===== config.mk =====
export PLATFORM = sky130hd
export DESIGN_NAME = bin2bcd_seq_flat
export DESIGN_NICKNAME = d
export VERILOG_FILES = /design/src/rtl/bin2bcd_seq_if.sv /design/src/rtl/bin2bcd_seq.sv /design/src/flat_wrapper.sv
export SDC_FILE = /design/constraint.sdc
export NUM_CORES = 1
export LEC_CHECK = 0
export CORE_UTILIZATION = 35
export DETAILED_ROUTE_END_ITERATION = 6
export PLACE_DENSITY = 0.54
export SYNTH_ARGS = -nofsm -noshare
export SYNTH_HDL_FRONTEND = slang
export SYNTH_SLANG_ARGS = --single-unit

===== constraint.sdc =====
create_clock -name clk -period 4.46 [get_ports clk]
set_input_delay 0.892 -clock clk [delete_from_list [all_inputs] [get_ports clk]]
set_output_delay 0.892 -clock clk [all_outputs]
set_load 0.02 [all_outputs]

===== src/rtl/bin2bcd_seq_if.sv =====
// Handshake and result bundle between a value source/consumer and the
// sequential binary-to-BCD converter. The source drives in_valid/bin and the
// consumer drives out_ready. The converter drives everything else.
interface bin2bcd_seq_if #(
  parameter int BIN_W  = 10,
  parameter int DIGITS = 4
);

  logic                  in_valid;
  logic                  in_ready;
  logic [BIN_W-1:0]      bin;
  logic                  out_valid;
  logic                  out_ready;
  logic [4*DIGITS-1:0]   bcd;
  logic [DIGITS-1:0]     digit_en;
  logic                  ovf;
  logic                  busy;

  // Source/consumer side of the converter
  modport master (
    output in_valid,
    output bin,
    output out_ready,
    input  in_ready,
    input  out_valid,
    input  bcd,
    input  digit_en,
    input  ovf,
    input  busy
  );

  // Converter side
  modport slave (
    input  in_valid,
    input  bin,
    input  out_ready,
    output in_ready,
    output out_valid,
    output bcd,
    output digit_en,
    output ovf,
    output busy
  );

endinterface


===== src/rtl/bin2bcd_seq.sv =====
// Sequential binary-to-BCD converter (shift-and-add-3, one bit per clock).
// Captures a BIN_W-bit value, runs BIN_W double-dabble steps, then holds
// the packed BCD result with a leading-zero blanking mask and an overflow
// flag until the consumer accepts it. The BCD accumulator doubles as the
// registered bcd output, so it is stable for the whole hold phase.
module bin2bcd_seq #(
  parameter int BIN_W  = 10,
  parameter int DIGITS = 4
) (
  input  logic          clk,
  input  logic          rst,
  bin2bcd_seq_if.slave  bus
);

  localparam int BCD_W = 4 * DIGITS;
  localparam int CNT_W = (BIN_W < 2) ? 1 : $clog2(BIN_W);
  localparam logic [CNT_W-1:0] LAST_STEP = CNT_W'(BIN_W - 1);

  // A converter with no input bits or no digits makes no sense, so stop at elaboration
  generate
    if (BIN_W < 1 || DIGITS < 1) begin : g_param_check
      $fatal(1, "bin2bcd_seq: BIN_W and DIGITS must both be >= 1");
    end
  endgenerate

  typedef enum logic [1:0] {
    IDLE,
    SHIFT,
    HOLD
  } state_t;

  state_t            state;
  logic [BIN_W-1:0]  sr;
  logic [BCD_W-1:0]  acc;
  logic [CNT_W-1:0]  count;
  logic              in_ready_q;
  logic              out_valid_q;
  logic              busy_q;
  logic              ovf_q;
  logic [DIGITS-1:0] digit_en_q;

  logic [BCD_W-1:0]  acc_adj;
  logic [BCD_W-1:0]  acc_next;
  logic              carry_out;
  logic [DIGITS-1:0] en_next;
  logic              any_nonzero;

  // One double-dabble step: correct every digit >=5 by +3 on the pre-shift
  // value, then shift the next binary MSB into the units digit. The bit that
  // falls off the top digit is what signals overflow.
  always_comb begin
    acc_adj = acc;
    for (int k = 0; k < DIGITS; k++) begin
      if (acc[4*k +: 4] >= 4'd5) begin
        acc_adj[4*k +: 4] = acc[4*k +: 4] + 4'd3;
      end
    end
    acc_next  = {acc_adj[BCD_W-2:0], sr[BIN_W-1]};
    carry_out = acc_adj[BCD_W-1];
  end

  // A digit is significant when it or any digit above it is nonzero; the
  // units digit is always shown so that zero displays as "0"
  always_comb begin
    any_nonzero = 1'b0;
    en_next     = '0;
    for (int k = DIGITS - 1; k >= 0; k--) begin
      any_nonzero = any_nonzero | (|acc_next[4*k +: 4]);
      en_next[k]  = any_nonzero;
    end
    en_next[0] = 1'b1;
  end

  // Control FSM with registered handshake outputs; reset aborts any
  // conversion or held result so it is never presented
  always_ff @(posedge clk) begin
    if (rst) begin
      state       <= IDLE;
      in_ready_q  <= 1'b1;
      out_valid_q <= 1'b0;
      busy_q      <= 1'b0;
      sr          <= '0;
      acc         <= '0;
      count       <= '0;
      ovf_q       <= 1'b0;
      digit_en_q  <= '0;
    end else begin
      case (state)
        IDLE: begin
          if (bus.in_valid) begin
            sr         <= bus.bin;
            acc        <= '0;
            ovf_q      <= 1'b0;
            count      <= '0;
            in_ready_q <= 1'b0;
            busy_q     <= 1'b1;
            state      <= SHIFT;
          end
        end

        SHIFT: begin
          acc   <= acc_next;
          sr    <= sr << 1;
          count <= count + CNT_W'(1);
          if (carry_out) begin
            ovf_q <= 1'b1;
          end
          if (count == LAST_STEP) begin
            digit_en_q  <= en_next;
            busy_q      <= 1'b0;
            out_valid_q <= 1'b1;
            state       <= HOLD;
          end
        end

        HOLD: begin
          if (bus.out_ready) begin
            out_valid_q <= 1'b0;
            in_ready_q  <= 1'b1;
            state       <= IDLE;
          end
        end

        default: begin
          in_ready_q  <= 1'b1;
          out_valid_q <= 1'b0;
          busy_q      <= 1'b0;
          state       <= IDLE;
        end
      endcase
    end
  end

  assign bus.in_ready  = in_ready_q;
  assign bus.out_valid = out_valid_q;
  assign bus.busy      = busy_q;
  assign bus.bcd       = acc;
  assign bus.digit_en  = digit_en_q;
  assign bus.ovf       = ovf_q;

endmodule


===== src/flat_wrapper.sv =====
// flat-port wrapper written by rule: the top's interface ports become plain ports
module bin2bcd_seq_flat 
#(
  parameter int BIN_W  = 10,
  parameter int DIGITS = 4
)
  (clk, rst, bus_in_valid, bus_bin, bus_out_ready, bus_in_ready, bus_out_valid, bus_bcd, bus_digit_en, bus_ovf, bus_busy);
  bin2bcd_seq_if #(.BIN_W(BIN_W), .DIGITS(DIGITS)) bus_i ();
  input  logic clk;
  input  logic rst;
  input wire logic [$bits(bus_i.in_valid)-1:0] bus_in_valid;
  input wire logic [$bits(bus_i.bin)-1:0] bus_bin;
  input wire logic [$bits(bus_i.out_ready)-1:0] bus_out_ready;
  output wire logic [$bits(bus_i.in_ready)-1:0] bus_in_ready;
  output wire logic [$bits(bus_i.out_valid)-1:0] bus_out_valid;
  output wire logic [$bits(bus_i.bcd)-1:0] bus_bcd;
  output wire logic [$bits(bus_i.digit_en)-1:0] bus_digit_en;
  output wire logic [$bits(bus_i.ovf)-1:0] bus_ovf;
  output wire logic [$bits(bus_i.busy)-1:0] bus_busy;
  assign bus_i.in_valid = bus_in_valid;
  assign bus_i.bin = bus_bin;
  assign bus_i.out_ready = bus_out_ready;
  assign bus_in_ready = bus_i.in_ready;
  assign bus_out_valid = bus_i.out_valid;
  assign bus_bcd = bus_i.bcd;
  assign bus_digit_en = bus_i.digit_en;
  assign bus_ovf = bus_i.ovf;
  assign bus_busy = bus_i.busy;
  bin2bcd_seq #(.BIN_W(BIN_W), .DIGITS(DIGITS)) u_core (.clk(clk), .rst(rst), .bus(bus_i));
endmodule

Yosys cells after proc, flatten, opt, wreduce, memory -nomap -nowiden
Cells that the tools add are included.
Storage, ports and cells
  bits in registers: 40
  logic and storage cells: 67
  output and inout bits: 24
Cells by class
  muxes and demuxes: 25
  add/sub/neg operators: 5
  bitwise operators: 5
  $lt $le $gt $ge: 4
  eq/ne operators: 7
  reduce and logical (&&, ||, !) cells: 12
Operators with widths (count)
  16-bit case mux with 2 select lines: 1
  4-bit 2-to-1 mux: 5
  10-bit case mux with 2 select lines: 1
  4-bit by 2-bit adder with 4-bit output (second input constant): 4
  4-bit by 3-bit >= comparator with 1-bit output (second input constant): 4
  16-bit 2-to-1 mux: 1
  3-bit AND reduction: 5
  4-bit OR reduction: 3
  10-bit 2-to-1 mux: 1
  1-bit case mux with 3 select lines: 3
  4-bit case mux with 2 select lines: 1
  1-bit 2-to-1 mux: 7
  2-bit 2-to-1 mux: 3
  2-bit case mux with 3 select lines: 1
  4-bit by 1-bit adder with 4-bit output (second input constant): 1
  4-bit equality test (second input constant): 1
  2-bit by 1-bit != test with 1-bit output (second input constant): 2
  2-bit != test (second input constant): 2
  2-bit AND reduction: 2
  1-bit inverter: 3
  2-bit by 1-bit equality test with 1-bit output (second input constant): 1
  2-bit equality test (second input constant): 1
  2-bit logical NOT: 1
  1-bit bitwise OR: 2
  other kinds (2): 2

Depth between registers and ports, before layout
Gate-level depths: netlist (run 1).
  word-level depth: 5
  gate-level depth with buffers: 7

Worst setup path before layout (run 1)
Ideal clock, no wire load.
  path type: register to register
  from: register u_core.acc[13] (netlist: u_core.bus.bcd[13])
  to: register u_core.digit_en_q[1] (netlist: u_core.bus.digit_en[1])
  stages on the path, launching flop included: 8
  slack: 2.504 ns
  clock period less this slack: 1.956 ns
  data arrival time: 1.819 ns
  buffers on the path: 0
  data required time: 4.322 ns
  path through: dfxtp_1 -> inv_1 -> ha_1 -> nand2b_1 -> a21oi_2 -> mux2_4 -> nor4_2 -> a311oi_1
On the way
  word-level cells in the longest chain between the ends: 5
  elaborated cells on any way between the ends: 6
  those cells by class: add/sub (1); order compare (1); mux (1); bitwise (2); reduce/logical (1)
RTL lines
  from (decl): RTL line bin2bcd_seq.sv:34  | logic [BCD_W-1:0] acc;
  from (signal assigned): RTL line bin2bcd_seq.sv:102  | acc <= acc_next;
  4-bit by 2-bit adder with 4-bit output or 4-bit by 3-bit >= comparator with 1-bit output (tied branches): RTL line bin2bcd_seq.sv:55, bin2bcd_seq.sv:54
  4-bit 2-to-1 mux *: RTL line bin2bcd_seq.sv:54  | if (acc[4*k +: 4] >= 4'd5) begin
  4-bit OR reduction *: RTL line bin2bcd_seq.sv:68  | any_nonzero = any_nonzero | (|acc_next[4*k +: 4]);
  1-bit bitwise OR * (2 in a row): RTL line bin2bcd_seq.sv:68
  to (signal assigned): RTL line bin2bcd_seq.sv:109  | digit_en_q <= en_next;
  to (decl): RTL line bin2bcd_seq.sv:40  | logic [DIGITS-1:0] digit_en_q;
Every way passes the cells marked *; elsewhere a longest branch is shown, timed or not.
A chain may end at the register's enable or synchronous reset.

Worst setup path in the final report (run 1)
  from: register u_core.state[0]
  to: register u_core.acc[14] (netlist: u_core.bus.bcd[14])
On the way
  word-level cells in the longest chain between the ends: 3
  elaborated cells on any way between the ends: 6
  those cells by class: eq/ne (2); mux (1); reduce/logical (3)
RTL lines
  from (decl): RTL line bin2bcd_seq.sv:32  | state_t state;
  from (signal assigned): RTL line bin2bcd_seq.sv:78  | state <= IDLE;
  from (signal assigned): RTL line bin2bcd_seq.sv:97  | state <= SHIFT;
  from (signal assigned): RTL line bin2bcd_seq.sv:112  | state <= HOLD;
  2-bit by 1-bit equality test with 1-bit output or 2-bit logical NOT (tied branches): RTL line bin2bcd_seq.sv:88  | case (state)
  2-bit nonzero test (no source line) or 2-bit != test (tied branches)
  2-bit AND reduction (no source line)
Parallel ways exist; a longest one is shown, timed or not.

==> metrics.txt, run 1 <==
# TYPE chip_impl_metric gauge
chip_impl_info{name="run_status",value="finished, final reports clean"} 1
chip_impl_info{name="tritoncts",value="built"} 1
chip_impl_metric{name="finalCoreUtilization",unit="%"} 46.0
chip_impl_metric{name="power.total",unit="uW"} 752
chip_impl_metric{name="yosys_register_bits",unit=""} 40
chip_impl_metric{name="post_drt_via_cell_ratio",unit=""} 5.11
chip_impl_metric{name="fp.dieW",unit="microns"} 79.0
chip_impl_metric{name="p_per_area",unit="nW/um^2"} 292
chip_impl_metric{name="setup-violations-final",unit=""} 0
chip_impl_info{name="most_common_cell_after_layout_fill_and_taps_aside",value="nor2_1"} 1
chip_impl_metric{name="wirelength",unit="microns"} 4880
chip_impl_metric{name="worst_skew_pair.late_latency",unit="ns"} 0.29
chip_impl_metric{name="final.setup.tns",unit="ns"} 0
chip_impl_metric{name="grt_use_total",unit="%"} 16.7
chip_impl_metric{name="cp_data_required_time",unit="ns"} 4.68
chip_impl_info{name="worstSetupStartpoint",value="u_core.state[0]$_SDFFE_PP0P_"} 1
chip_impl_metric{name="number_of_cells_traversed_by_the_worst_register_to_register_path",unit=""} 4
chip_impl_info{name="setup.worst_path.end",value="u_core.bus.bcd[14]$_SDFFE_PP0P_"} 1
chip_impl_metric{name="largest_net_degree_at_the_start_of_global_routing",unit=""} 41
chip_impl_info{name="most-common-layout-cells",value="nor2_1, dfxtp_1, clkdlybuf4s50_1, a21oi_1, nor3_1"} 1
chip_impl_metric{name="syn-instance-count",unit=""} 261
chip_impl_metric{name="yosys_warnings",unit=""} 0
chip_impl_metric{name="numClockSinks",unit=""} 40
chip_impl_metric{name="initial_antenna_violation_count",unit=""} 0
chip_impl_metric{name="route.detailed.drc",unit=""} 0
chip_impl_info{name="startpoint_type",value="register"} 1
chip_impl_metric{name="clock_tree_buf_depth",unit=""} 2
chip_impl_metric{name="portBuffers",unit=""} 37
chip_impl_metric{name="synth.distinct_cells",unit=""} 40
chip_impl_info{name="rsz0062_at_grt",value="no"} 1
chip_impl_metric{name="core_area",unit="sq um"} 5610
chip_impl_metric{name="fin_crit",unit="ns"} 2.38
chip_impl_metric{name="ctsHoldBuffers",unit=""} 0
chip_impl_metric{name="design.die.area",unit="sq um"} 6240
chip_impl_metric{name="timing.critical_path.arrival",unit="ns"} 2.59
chip_impl_metric{name="total_leakage_power",unit="uW"} 0.000974
chip_impl_metric{name="syn_avg_cell_area",unit="sq um"} 7.95
chip_impl_metric{name="drt_first_pass_iters",unit=""} 4
chip_impl_info{name="cts_root_buffer",value="clkbuf_8"} 1
chip_impl_metric{name="fmax",unit="MHz"} 421
chip_impl_metric{name="grt_first_pass_wirelength",unit="microns"} 8290
chip_impl_info{name="worst_hold_path_type",value="reg -> reg"} 1
chip_impl_metric{name="layout-drive-gt1-share",unit="%"} 6.14
chip_impl_metric{name="yosysSeqAreaShare",unit="%"} 38.6
chip_impl_metric{name="floorplan.initialDensity",unit="%"} 37.0
chip_impl_info{name="timing.rr.end",value="u_core.bus.bcd[14]$_SDFFE_PP0P_"} 1
chip_impl_metric{name="timing.critical_path.fanout_max",unit=""} 21
chip_impl_metric{name="max-cap-violations",unit=""} 0
chip_impl_metric{name="syn_to_final_growth",unit="%"} 24.4
chip_impl_metric{name="route.detailed.wl_per_inst",unit="microns"} 13.4
chip_impl_metric{name="floorplan.die.height",unit="microns"} 79.0
chip_impl_info{name="critPathKind",value="reg -> reg"} 1
chip_impl_info{name="worst_setup_path_end_kind",value="register"} 1
chip_impl_metric{name="syn-num-nets",unit=""} 285
chip_impl_metric{name="fin_skew",unit="ns"} 0.00878
chip_impl_metric{name="std_cell_rows",unit=""} 27
chip_impl_metric{name="post_cts.resized_instances",unit=""} 0
chip_impl_metric{name="filler_cell_count",unit=""} 597
chip_impl_metric{name="io_pins",unit=""} 38
chip_impl_metric{name="grt_pass1_vias",unit=""} 1747
chip_impl_metric{name="hold_viol",unit=""} 0
chip_impl_metric{name="antenna_left",unit=""} 0
chip_impl_metric{name="finish.net_count",unit=""} 316
chip_impl_metric{name="cts_inserted_buffers",unit=""} 5
chip_impl_metric{name="routed-via-count",unit=""} 1864
chip_impl_metric{name="peakVddDrop",unit="mV"} 0.215
chip_impl_metric{name="final_min_period_over_clock_period",unit="%"} 53.3
chip_impl_metric{name="dpl.hpwl",unit="microns"} 3300
chip_impl_metric{name="slew_violations",unit=""} 0
chip_impl_metric{name="grt.overflow.total",unit=""} 0
chip_impl_info{name="critical_path.reg2reg.startpoint",value="u_core.state[0]$_SDFFE_PP0P_"} 1
chip_impl_metric{name="maxSlewHeadroom",unit="%"} 42.6
chip_impl_metric{name="netlist_area",unit="sq um"} 2070
chip_impl_metric{name="worst_pin_slew",unit="ns"} 0.857
chip_impl_metric{name="first_drt_iteration_drcs",unit=""} 99
chip_impl_metric{name="clkSlewWorstSetupHoldPaths",unit="ns"} 0.09
chip_impl_metric{name="cts_setup_buffers",unit=""} 0
chip_impl_metric{name="rrSetupSlack",unit="ns"} 2.08
chip_impl_metric{name="routabilityCongestion",unit=""} 0.727
chip_impl_metric{name="antenna-diode-count",unit=""} 0
chip_impl_metric{name="htree_num_levels",unit=""} 2
==> critical path, cell delays in order, from the launching register on <==
cell,delay [ns]
dfxtp_1,0.82
inv_1,0.37
nor2_1,0.74
o21ai_0,0.19
a21oi_1,0.18
==> worst min-delay path by stage <==
| stage | slack [ns] | cells after the start | start | end |
|---|---|---|---|---|
| 4_1_cts | 0.47 | 2 | u_core.sr[8]$_SDFFE_PP0P_ | u_core.sr[8]$_SDFFE_PP0P_ |
| 5_1_grt | 0.48 | 2 | u_core.sr[8]$_SDFFE_PP0P_ | u_core.sr[8]$_SDFFE_PP0P_ |
| 3_5_place_dp | 0.46 | 2 | u_core.sr[8]$_SDFFE_PP0P_ | u_core.sr[8]$_SDFFE_PP0P_ |
| 6_report | 0.47 | 2 | u_core.sr[8]$_SDFFE_PP0P_ | u_core.sr[8]$_SDFFE_PP0P_ |
| 3_3_place_gp | 0.46 | 2 | u_core.sr[8]$_SDFFE_PP0P_ | u_core.sr[8]$_SDFFE_PP0P_ |
| 2_1_floorplan | 0.44 | 2 | u_core.sr[8]$_SDFFE_PP0P_ | u_core.sr[8]$_SDFFE_PP0P_ |
==> Yosys cell counts (all sizes together) <==
| cell | instances | area, sq um |
|---|---|---|
| nor4 | 1 | 12.5 |
| a311oi | 2 | 17.5 |
| and2 | 1 | 6.26 |
| a2bb2oi | 8 | 70.1 |
| nand2b | 7 | 51.3 |
| buf | 9 | 50.0 |
| a22oi | 10 | 75.1 |
| nand3b | 2 | 15.0 |
| a21oi | 29 | 153 |
| nand2 | 9 | 33.8 |
| a31oi | 2 | 12.5 |
| nor3 | 15 | 75.1 |
| nand4 | 1 | 6.26 |
| o211ai | 1 | 7.51 |
| a211oi | 2 | 15.0 |
| mux2 | 2 | 26.3 |
| dfxtp | 40 | 801 |
| nor3b | 3 | 22.5 |
| nand3 | 4 | 20.0 |
| o21ai | 9 | 48.8 |
| or2 | 1 | 6.26 |
| mux2i | 2 | 20.0 |
| and3b | 1 | 8.76 |
| nor2 | 62 | 240 |
| o21bai | 2 | 15.0 |
| clkbuf | 5 | 18.8 |
| a21o | 2 | 15.0 |
| inv | 12 | 45.0 |
| ha | 10 | 125 |
| xnor2 | 4 | 35.0 |
| a2111oi | 1 | 8.76 |
| or3b | 2 | 17.5 |
==> report_power, final <==
group	leakage, uW	internal, uW	switching, uW
sequential	0.000326	368	11.4
combinational	0.000594	34.2	40.1
clock	0.0000541	166	132
total	0.000974	568	184
==> registers in the layout (all words and copies together) (netlist names) <==
| signal | cells |
|---|---|
| u_core.bus.ovf | 1 |
| u_core.bus.out_valid | 1 |
| u_core.count | 4 |
| u_core.bus.digit_en | 4 |
| u_core.bus.busy | 1 |
| u_core.bus.in_ready | 1 |
| u_core.sr | 10 |
| u_core.bus.bcd | 16 |
| u_core.state | 2 |
==> layout make-up <==
class / instances / area, sq um / area share [%]
inverter: 12 / 45.0 / 1.75
sequential: 40 / 801 / 31.0
multi-input combinational: 195 / 1160 / 45.0
timing repair buffer: 38 / 373 / 14.5
clock buffer: 5 / 68.8 / 2.67
tap: 72 / 90.1 / 3.49
clock inverter: 3 / 42.5 / 1.65
==> cell families (layout without fill, tap and decap cells) <==
family	count (synthesis)	in the layout	synth area share (%)
simple gates	109	109	24.8
flops	40	40	38.6
mux	4	4	2.23
fa+ha+maj	10	10	6.03
compound gates	68	68	21.1
xor+xnor	4	4	1.69
buf+inv	26	58	5.49
==> through the flow <==
step	area [sq um]	hold slack [ns]	setup slack [ns]	std cells
floorplan	2070	0.437	2.50	261
global placement	2470	0.457	2.07	357
detailed placement	2470	0.457	2.00	357
CTS	2580	0.471	2.01	365
global route	2580	0.483	1.86	365
finish	2580	0.470	2.08	365
==> layer usage <==
metal,vias up,routed length [microns],GRT usage (%)
li1,967,-,-
met1,860,2490,22.8
met2,33,2170,26.3
met3,4,171,3.22
met4,0,46,5.09
met5,-,0,0
No activity file was read; power rests on OpenSTA's default activity.
==> run 2, diff against run 1 <==
==> constraint.sdc (replaced) <==
create_clock -name clk -period 2.35 [get_ports clk]
set_input_delay 0.47 -clock clk [delete_from_list [all_inputs] [get_ports clk]]
set_output_delay 0.47 -clock clk [all_outputs]
set_load 0.02 [all_outputs]
==> run 2 against run 1 <==
  * Critical path depth grew 3
  * Hold slack got worse by 0.0023 ns
  * Combinational power up 100%
  * Utilization grew 1.1 points
  * Final cell count is 1.1% higher
  * Clock power up 120%
  * Sequential power grew 89%
  * Sequential cell count unchanged
  * Cell area rose by 2.3%
  * Clock skew down 0.00078 ns
==> metrics.txt, run 2 (synthesized netlist as in run 1, its figures left out) <==
# TYPE chip_impl_metric gauge
chip_impl_info{name="run_status",value="finished, final reports clean"} 1
chip_impl_metric{name="antenna-diode-count",unit=""} 0
chip_impl_metric{name="core_area",unit="sq um"} 5610
chip_impl_metric{name="fin_crit",unit="ns"} 2.00
chip_impl_metric{name="power_switching",unit="uW"} 346
chip_impl_metric{name="clkSlewWorstSetupHoldPaths",unit="ns"} 0.08
chip_impl_info{name="worst_setup_path_end_kind",value="register"} 1
chip_impl_metric{name="routabilityCongestion",unit=""} 0.817
chip_impl_metric{name="share_of_total_power_in_the_clock_network",unit="%"} 43.3
chip_impl_metric{name="floorplan.die.height",unit="microns"} 79.0
chip_impl_metric{name="p_int",unit="uW"} 1190
chip_impl_metric{name="drt_first_pass_iters",unit=""} 4
chip_impl_metric{name="cp_data_required_time",unit="ns"} 2.51
chip_impl_metric{name="grt.overflow.total",unit=""} 0
chip_impl_metric{name="p_per_area",unit="nW/um^2"} 581
chip_impl_metric{name="timing.critical_path.arrival",unit="ns"} 2.16
chip_impl_metric{name="antenna_left",unit=""} 0
chip_impl_info{name="rsz0062_at_grt",value="no"} 1
chip_impl_metric{name="numClockSinks",unit=""} 40
chip_impl_info{name="startpoint_type",value="register"} 1
chip_impl_metric{name="final_min_period_over_clock_period",unit="%"} 85.3
chip_impl_metric{name="maxSlewHeadroom",unit="%"} 69.8
chip_impl_info{name="cp_top_family",value="simple AND/OR/NAND/NOR gates"} 1
chip_impl_metric{name="initial_antenna_violation_count",unit=""} 0
chip_impl_metric{name="route.detailed.wl_per_inst",unit="microns"} 13.4
chip_impl_metric{name="first_drt_iteration_drcs",unit=""} 86
chip_impl_metric{name="power_switching_share",unit="%"} 22.5
chip_impl_metric{name="routed-via-count",unit=""} 1894
chip_impl_metric{name="peakVddDrop",unit="mV"} 0.330
chip_impl_metric{name="dpl.hpwl",unit="microns"} 3380
chip_impl_info{name="most-common-layout-cells",value="nor2_1, dfxtp_1, clkdlybuf4s50_1, a21oi_1, nor3_1"} 1
chip_impl_metric{name="ctsHoldBuffers",unit=""} 0
chip_impl_metric{name="portBuffers",unit=""} 37
chip_impl_metric{name="post_cts.resized_instances",unit=""} 0
chip_impl_metric{name="std_cell_rows",unit=""} 27
chip_impl_metric{name="largest_reg_flops",unit=""} 16
chip_impl_metric{name="cts_inserted_buffers",unit=""} 5
chip_impl_metric{name="dpl_cell_area",unit="sq um"} 2510
chip_impl_info{name="critPathKind",value="reg -> reg"} 1
chip_impl_info{name="cpMaxStageDelayCell",value="dfxtp_1"} 1
chip_impl_metric{name="setup-violations-final",unit=""} 0
chip_impl_metric{name="largest_net_degree_at_the_start_of_global_routing",unit=""} 41
chip_impl_metric{name="fp.dieW",unit="microns"} 79.0
chip_impl_metric{name="grt_pass1_vias",unit=""} 1762
chip_impl_metric{name="grt_first_pass_wirelength",unit="microns"} 8350
chip_impl_metric{name="final.setup.tns",unit="ns"} 0
chip_impl_metric{name="cts_setup_buffers",unit=""} 0
chip_impl_metric{name="finish.net_count",unit=""} 321
chip_impl_metric{name="route.detailed.drc",unit=""} 0
chip_impl_metric{name="floorplan.initialDensity",unit="%"} 37.0
chip_impl_metric{name="max-cap-violations",unit=""} 0
chip_impl_metric{name="total_leakage_power",unit="uW"} 0.00101
chip_impl_metric{name="clock_tree_buf_depth",unit=""} 2
chip_impl_metric{name="timing.critical_path.fanout_max",unit=""} 5
chip_impl_metric{name="post_drt_via_cell_ratio",unit=""} 5.13
chip_impl_metric{name="timing.critical_path.slowest_cell_delay",unit="ns"} 0.38
chip_impl_metric{name="filler_cell_count",unit=""} 601
chip_impl_metric{name="grt_use_total",unit="%"} 17.0
chip_impl_metric{name="fin_skew",unit="ns"} 0.00800
chip_impl_info{name="worstPathCellList",value="inv_1 -> ha_1 -> nand2b_1 -> a21oi_2 -> mux2_4 -> nor4_2 -> a311oi_1"} 1
chip_impl_info{name="tritoncts",value="built"} 1
chip_impl_info{name="worst_hold_path_type",value="reg -> reg"} 1
chip_impl_metric{name="syn_to_final_growth",unit="%"} 27.3
chip_impl_metric{name="timing.critical_path.buf_inv",unit=""} 1
chip_impl_metric{name="htree_num_levels",unit=""} 2
chip_impl_info{name="most_common_cell_after_layout_fill_and_taps_aside",value="nor2_1"} 1
chip_impl_info{name="cts_root_buffer",value="clkbuf_8"} 1
chip_impl_metric{name="pwr-share-seq",unit="%"} 46.7
chip_impl_metric{name="worst_pin_slew",unit="ns"} 0.452
chip_impl_metric{name="layout-drive-gt1-share",unit="%"} 7.07
chip_impl_metric{name="worst_skew_pair.late_latency",unit="ns"} 0.29
chip_impl_metric{name="pwr-share-comb",unit="%"} 9.9
chip_impl_metric{name="design.die.area",unit="sq um"} 6240
chip_impl_metric{name="fmax",unit="MHz"} 499
chip_impl_metric{name="post-route-cell-area",unit="sq um"} 2640
chip_impl_metric{name="io_pins",unit=""} 38
chip_impl_metric{name="wirelength",unit="microns"} 4960
chip_impl_metric{name="slew_violations",unit=""} 0
chip_impl_metric{name="hold_viol",unit=""} 0
run 2: cell count changes in the layout (fill, tap and decap cells not counted):
cell	previous run	this run
buf_2	1	0
bufinv_16	1	2
clkinv_2	1	0
buf_4	1	6
clkdlybuf4s50_1	36	37
clkinvlp_4	1	0
run 2: area by class of cell:
type,count,area (sq um),share of cell area [%]
clock buffers,5,68.8,2.61
clock inverters,2,60.1,2.27
inverters,12,45.0,1.71
multi-input cells,195,1160,43.9
flip-flops and latches,40,801,30.3
well taps,72,90.1,3.41
repair buffers,43,415,15.7
run 2: stage by stage:
step / hold WS, ns / instances / worst slack [ns] / util, % / power (uW)
final: 0.467 / 369 / 0.345 / 47.1 / 1530
after global routing: 0.499 / 369 / 0.239 / 47.1 / 1610
after CTS: 0.471 / 369 / 0.367 / 47.1 / 1560
after detailed placement: 0.457 / 362 / 0.382 / 44.8 / 887
after global placement: 0.456 / 362 / 0.470 / 44.8 / 887
after floorplan: 0.437 / 261 / 0.394 / - / 830
run 2: worst min-delay path, delay by kind of cell (launching register included):
| kind | cells | cell delay (ns) |
|---|---|---|
| buf+inv | 1 | 0.06 |
| flops | 1 | 0.30 |
| compound gates | 1 | 0.06 |
run 2: routing by layer:
metal	routed length [microns]	track usage, %	part of all wire, %
met5	0	0	0
met4	74	6.00	1.5
met3	155	3.56	3.1
met2	2180	27.0	44
met1	2560	22.7	52
run 2: power by group through the flow:
stage	logic [uW]	clock network, uW	registers [uW]
floorplan	98.1	0	732
global placement	153	0	733
detailed placement	154	0	733
CTS	154	688	717
global route	169	718	720
finish	152	665	717
run 2: path summary, 6_finish.rpt:
kind                                                       from                                   to  slack (ns)  depth (start not counted)
worst max register to register  u_core.bus.bcd[13]$_SDFFE_PP0P_  u_core.bus.digit_en[1]$_SDFFE_PP0P_        0.35                          7
worst min-delay path                  u_core.sr[8]$_SDFFE_PP0P_            u_core.sr[8]$_SDFFE_PP0P_        0.47                          2
worst min register to register        u_core.sr[8]$_SDFFE_PP0P_            u_core.sr[8]$_SDFFE_PP0P_        0.47                          2
worst max-delay path            u_core.bus.bcd[13]$_SDFFE_PP0P_  u_core.bus.digit_en[1]$_SDFFE_PP0P_        0.35                          7
